### src/rtl/lml_reservation_station.sv
// lml_reservation_station: collapsing-queue reservation station for the
// load/move/logic unit. Captures CDB results by tag, issues oldest-ready first.
// Optional macro LML_RS_CDB_WAKEUP_EN: an entry whose last missing operand is on
// the CDB this cycle may issue in the same cycle, taking that operand from cdb_value.
module lml_reservation_station #(
  parameter int unsigned DEPTH  = 4,
  parameter int unsigned TAG_W  = 4,
  parameter int unsigned DATA_W = 32
) (
  input  logic                         clk,
  input  logic                         rst,
  input  logic                         flush,
  input  logic                         disp_valid,
  output logic                         disp_ready,
  input  logic [2:0]                   disp_op,
  input  logic [TAG_W-1:0]             disp_tag,
  input  logic                         disp_src1_rdy,
  input  logic [TAG_W-1:0]             disp_src1_tag,
  input  logic [DATA_W-1:0]            disp_src1_val,
  input  logic                         disp_src2_rdy,
  input  logic [TAG_W-1:0]             disp_src2_tag,
  input  logic [DATA_W-1:0]            disp_src2_val,
  input  logic                         cdb_valid,
  input  logic [TAG_W-1:0]             cdb_tag,
  input  logic [DATA_W-1:0]            cdb_value,
  output logic                         iss_valid,
  input  logic                         iss_ready,
  output logic [2:0]                   iss_control,
  output logic [DATA_W-1:0]            iss_value1,
  output logic [DATA_W-1:0]            iss_value2,
  output logic [TAG_W-1:0]             iss_tag,
  output logic [$clog2(DEPTH+1)-1:0]   occupancy
);

  localparam int unsigned CNT_W = $clog2(DEPTH + 1);
  localparam int unsigned IDX_W = $clog2(DEPTH);

  typedef struct packed {
    logic              valid;
    logic [2:0]        op;
    logic [TAG_W-1:0]  tag;
    logic              s1_rdy;
    logic [TAG_W-1:0]  s1_tag;
    logic [DATA_W-1:0] s1_val;
    logic              s2_rdy;
    logic [TAG_W-1:0]  s2_tag;
    logic [DATA_W-1:0] s2_val;
  } entry_t;

  entry_t           ent_q [DEPTH];
  entry_t           ent_d [DEPTH];
  entry_t           cap   [DEPTH+1];
  entry_t           disp_ent;
  logic [CNT_W-1:0] cnt_q;
  logic [CNT_W-1:0] cnt_d;
  logic [CNT_W-1:0] wr_idx;
  logic [DEPTH-1:0] elig;
  logic             found;
  logic [IDX_W-1:0] sel_idx;
  logic             iss_fire;
  logic             disp_fire;

  // Apply a CDB broadcast to any waiting source of a valid entry.
  function automatic entry_t capture(input entry_t e, input logic cv,
                                     input logic [TAG_W-1:0] ct,
                                     input logic [DATA_W-1:0] cval);
    entry_t r;
    r = e;
    if (e.valid && cv && !e.s1_rdy && (e.s1_tag == ct)) begin
      r.s1_rdy = 1'b1;
      r.s1_val = cval;
    end
    if (e.valid && cv && !e.s2_rdy && (e.s2_tag == ct)) begin
      r.s2_rdy = 1'b1;
      r.s2_val = cval;
    end
    return r;
  endfunction

  assign occupancy  = cnt_q;
  assign disp_ready = (cnt_q != CNT_W'(DEPTH));
  assign iss_fire   = found & iss_ready & ~flush;
  assign disp_fire  = disp_valid & disp_ready & ~flush;

  // Oldest-first selection among fully ready entries.
  always_comb begin
    elig    = '0;
    found   = 1'b0;
    sel_idx = '0;
    for (int i = 0; i < DEPTH; i++) begin
`ifdef LML_RS_CDB_WAKEUP_EN
      elig[i] = ent_q[i].valid
              & (ent_q[i].s1_rdy | (cdb_valid & (cdb_tag == ent_q[i].s1_tag)))
              & (ent_q[i].s2_rdy | (cdb_valid & (cdb_tag == ent_q[i].s2_tag)));
`else
      elig[i] = ent_q[i].valid & ent_q[i].s1_rdy & ent_q[i].s2_rdy;
`endif
      if (elig[i] && !found) begin
        found   = 1'b1;
        sel_idx = IDX_W'(i);
      end
    end
  end

  // Issue port driven from the selected entry, zero when nothing is eligible.
  always_comb begin
    iss_valid   = found;
    iss_control = '0;
    iss_tag     = '0;
    iss_value1  = '0;
    iss_value2  = '0;
    if (found) begin
      iss_control = ent_q[sel_idx].op;
      iss_tag     = ent_q[sel_idx].tag;
`ifdef LML_RS_CDB_WAKEUP_EN
      iss_value1  = ent_q[sel_idx].s1_rdy ? ent_q[sel_idx].s1_val : cdb_value;
      iss_value2  = ent_q[sel_idx].s2_rdy ? ent_q[sel_idx].s2_val : cdb_value;
`else
      iss_value1  = ent_q[sel_idx].s1_val;
      iss_value2  = ent_q[sel_idx].s2_val;
`endif
    end
  end

  // Next queue contents: capture, collapse above the issued slot, append dispatch.
  always_comb begin
    wr_idx = cnt_q - CNT_W'(iss_fire);
    cnt_d  = cnt_q + CNT_W'(disp_fire) - CNT_W'(iss_fire);
    for (int i = 0; i < DEPTH; i++) begin
      cap[i] = capture(ent_q[i], cdb_valid, cdb_tag, cdb_value);
    end
    cap[DEPTH] = '0;

    disp_ent        = '0;
    disp_ent.valid  = 1'b1;
    disp_ent.op     = disp_op;
    disp_ent.tag    = disp_tag;
    disp_ent.s1_rdy = disp_src1_rdy;
    disp_ent.s1_tag = disp_src1_tag;
    disp_ent.s1_val = disp_src1_val;
    disp_ent.s2_rdy = disp_src2_rdy;
    disp_ent.s2_tag = disp_src2_tag;
    disp_ent.s2_val = disp_src2_val;
    disp_ent        = capture(disp_ent, cdb_valid, cdb_tag, cdb_value);

    for (int i = 0; i < DEPTH; i++) begin
      if (iss_fire && (IDX_W'(i) >= sel_idx)) begin
        ent_d[i] = cap[i+1];
      end else begin
        ent_d[i] = cap[i];
      end
      if (disp_fire && (CNT_W'(i) == wr_idx)) begin
        ent_d[i] = disp_ent;
      end
    end
  end

  // Queue and count registers; reset and flush both empty the station.
  always_ff @(posedge clk) begin
    if (rst || flush) begin
      for (int i = 0; i < DEPTH; i++) begin
        ent_q[i] <= '0;
      end
      cnt_q <= '0;
    end else begin
      for (int i = 0; i < DEPTH; i++) begin
        ent_q[i] <= ent_d[i];
      end
      cnt_q <= cnt_d;
    end
  end

endmodule
### config.mk
export PLATFORM = sky130hd
export DESIGN_NAME = lml_reservation_station
export DESIGN_NICKNAME = d
export VERILOG_FILES = /design/src/rtl/lml_reservation_station.sv
export SDC_FILE = /design/constraint.sdc
export NUM_CORES = 1
export LEC_CHECK = 0
export ABC_AREA = 1
export CAP_MARGIN = 25
export CELL_PAD_IN_SITES_DETAIL_PLACEMENT = 1
export CELL_PAD_IN_SITES_GLOBAL_PLACEMENT = 1
export CORE_MARGIN = 5
export CORE_UTILIZATION = 25
export DETAILED_ROUTE_END_ITERATION = 8
export GPL_TIMING_DRIVEN = 0
export PLACE_DENSITY = 0.54
export SLEW_MARGIN = 20
export SYNTH_ARGS = -nofsm -noshare
export SYNTH_HDL_FRONTEND = slang
export SYNTH_SLANG_ARGS = --single-unit
### constraint.sdc
create_clock -name clk -period 5.99 [get_ports clk]
set_clock_uncertainty 0.2 [all_clocks]
set_input_delay 0.599 -clock clk [delete_from_list [all_inputs] [get_ports clk]]
set_output_delay 0.599 -clock clk [all_outputs]
set_load 0.05 [all_outputs]
==> results of run 1 <==
==> registers in the layout, indices dropped and copies added (netlist names) <==
register,cells
ent_q,328
occupancy,3
==> worst min-delay path, delay by kind of cell (launching register included) <==
kind | cells | cell delay (ns)
DFF | 1 | 0.32
AOI/OAI and AO/OA | 1 | 0.05
and+or+nand+nor | 1 | 0.06
==> routing by layer <==
metal / wire, µm / vias to the layer above / track usage
li1: - / 13700 / -
met4: 7400 / 2 / 0.126
met5: 9 / - / 0
met3: 9950 / 311 / 0.0471
met2: 69200 / 1107 / 0.486
met1: 65500 / 14200 / 0.380
==> cell usage after synthesis <==
library cell / number / area, µm²
nor2_1: 240 / 901
and2_1: 43 / 269
clkbuf_1: 181 / 679
nor3_1: 3 / 15.0
a31oi_1: 2 / 12.5
buf_4: 12 / 90.1
xnor2_1: 11 / 96.3
a21oi_4: 1 / 16.3
a21oi_2: 2 / 17.5
a21oi_1: 315 / 1580
inv_1: 602 / 2260
o2111ai_1: 2 / 17.5
or2_2: 2 / 12.5
o211ai_1: 7 / 52.6
o21ai_1: 18 / 90.1
o21a_1: 64 / 480
and2_0: 1 / 6.26
nor2_4: 2 / 22.5
o21ai_0: 254 / 1270
buf_1: 24 / 90.1
nand4_1: 194 / 1210
fa_1: 1 / 20.0
nor2_2: 6 / 37.5
nor3_4: 3 / 48.8
buf_6: 1 / 11.3
ha_1: 4 / 50.1
dfxtp_1: 331 / 6630
nand3_1: 487 / 2440
inv_2: 6 / 22.5
nand2_1: 1219 / 4580
buf_2: 80 / 400
nand2_2: 1 / 6.26
nand3_2: 4 / 40.0
xor2_1: 6 / 52.6
==> kinds of logic after synthesis <==
group,share of synthesized area
AO/OA/AOI/OAI,0.150
XOR/XNOR,0.00633
AND/OR/NAND/NOR,0.408
flip-flops,0.282
adder cells (fa/ha/maj),0.00298
buffers and inverters,0.151
==> where the power goes <==
part | leakage, µW | internal, µW | total [µW] | switching (µW)
Combinational | 0.0101 | 200 | 711 | 511
Clock | 0.000703 | 1640 | 2880 | 1240
Sequential | 0.00267 | 2220 | 2230 | 8.22
==> through the flow <==
step           cells  utilization  power, µW  setup WS [ns]  area [µm²]
2_1_floorplan   4129            -       2610           2.98       23500
3_3_place_gp    5578        0.290       2970           1.03       27000
3_5_place_dp    5591        0.292       2980           1.03       27300
4_1_cts         5667        0.308       5830          0.528       28700
5_1_grt         5670        0.308       5970          0.413       28700
6_report        5672        0.308       5820          0.439       28700
==> final cells by class <==
class,count,area [µm²],share of cell area
antenna,3,7.51,0.000261
buffer,298,1280,0.0446
clock buffer,68,1360,0.0472
clock inverter,8,97.6,0.00340
inverter,608,2280,0.0794
multi-input combinational,2892,13400,0.465
sequential,331,6630,0.231
tap,1254,1570,0.0546
timing repair buffer,210,2150,0.0748
==> worst max-delay path by stage <==
stage	to	from	depth (start not counted)	slack [ns]
after detailed placement	ent_q[0][55]	flush	14	1.03
final	iss_value1[5]	ent_q[2][81]	10	0.44
after global placement	ent_q[0][63]	flush	14	1.03
after global routing	iss_value1[2]	ent_q[3][81]	10	0.41
after floorplan	iss_value1[12]	ent_q[3][81]	11	2.98
after CTS	iss_value1[14]	ent_q[2][81]	10	0.53
==> layout by cell type, fill, tap and decap left out, types with 23 or more instances in the layout <==
cell / count
a21oi_1: 315
and2_1: 43
buf_1: 23
buf_2: 81
clkbuf_1: 187
clkbuf_16: 49
clkdlybuf4s50_1: 195
dfxtp_1: 331
inv_1: 602
nand2_1: 1219
nand3_1: 487
nand4_1: 194
nor2_1: 239
o21a_1: 64
o21ai_0: 254
==> flow_metrics.tcl, run 1 <==
set metrics [dict create \
    synth_seq_cells 331 \
    drt-total-wl_mm 152 \
    arrival_ns 4.75 \
    hold-path-endpoint "ent_q[3][74]" \
    slew_headroom 0.189 \
    tightest_slew_ns 1.22 \
    cts_root_buffer "clkbuf_16" \
    worstReg2RegEnd "ent_q[0][64]" \
    finalSetupViolCount 0 \
    hpwlAfterDp_mm 114 \
    initial_core_util 0.252 \
    cp-end-kind "output pin" \
    crit_slowest_cell "clkdlybuf4s50_1" \
    ys_types 34 \
    hold_class "reg -> reg" \
    die_h_um 317 \
    postCtsResizedCells 0 \
    start_kind "flop" \
    required_ns 5.19 \
    design.core.area_um2 93300 \
    antenna_left 0 \
    cts_buffers 48 \
    grt.total_usage 0.293 \
    yosysWarnings 0 \
    reg2reg_depth 12 \
    grt_pass1_wl_mm 211 \
    status "complete, no violations" \
    fp.dieArea_um2 100000 \
    max-vdd-ir-drop_uv 186 \
    reg2reg_slack_ns 0.76 \
    drv_cap 0 \
    cts_tree "done" \
    ctsHoldBuffers 0 \
    gp_congestion 0.943 \
    globalRouteOverflowTotal 0 \
    hold_path_depth 2 \
    cpMostUsedCell "nand2_1" \
    area_delta_synth_final_pct 22.2 \
    rows 112 \
    syn_nets 4257 \
    clk_latency_ns 0.62 \
    r2r-start "ent_q[1][81]" \
    antenna_found_initial 5 \
    initialDrtViolationCount 2605 \
    grt_max_degree 12 \
    finalHoldViolCount 0 \
    cp_top_family "buffers and inverters" \
    fill_cells 12400 \
    critical_path_class "reg -> out" \
    clk_pin_slew_ns 0.06 \
    postCtsSetupBuffers 0 \
    p_leak_uw 0.0135 \
    powerDensity_nw_per_um2 203 \
    rsz0062_at_grt "false" \
    crit_buf_inv 4 \
    tns_ns 0 \
    critPathMaxFanout 10 \
    post-route-period-util 0.927 \
    clockBufferDepth 3 \
    io_buffers 195 \
    firstDrtPassIters 5 \
    io_pins 199 \
    drcViolationCount 0 \
    drive_above_1_share 0.0478 \
    synth_area_um2 23500 \
    vias 29300 \
    yosysSeqAreaShare 0.282 \
    grt_pass1_vias 29200 \
    final_nets 4517 \
    timing.hold.ws_ns 0.279 \
    hold_start "ent_q[3][74]" \
    path_cells "nand3_1, nand2_1, nand2_1, nand2_1, buf_2, buf_2, clkbuf_1, o21ai_0, a21oi_1, clkdlybuf4s50_1" \
    max_freq_ghz 0.180 \
    drv_slew 0 \
    avgSynthCellArea_um2 5.70 \
    synthCells 4129 \
    wl_per_cell_um 26.8 \
    htreeDepth 2 \
    viasPerCell 5.16 \
    fin_crit_ns 5.55 \
    cts_sinks 331 \
    die_w_um 317 \
    critPathMaxStageDelay_ns 0.90 \
]
(Power assumes the default switching activity.)
==> run 2: changes to the inputs <==
--- a/config.mk
+++ b/config.mk
@@ -14,6 +14,7 @@
 export DETAILED_ROUTE_END_ITERATION = 8
 export GPL_TIMING_DRIVEN = 0
 export PLACE_DENSITY = 0.54
+export SKIP_LAST_GASP = 1
 export SLEW_MARGIN = 20
 export SYNTH_ARGS = -nofsm -noshare
 export SYNTH_HDL_FRONTEND = slang
==> results of run 2 <==
Same layout as run 1: the final DEF is identical, and so are final timing and power.
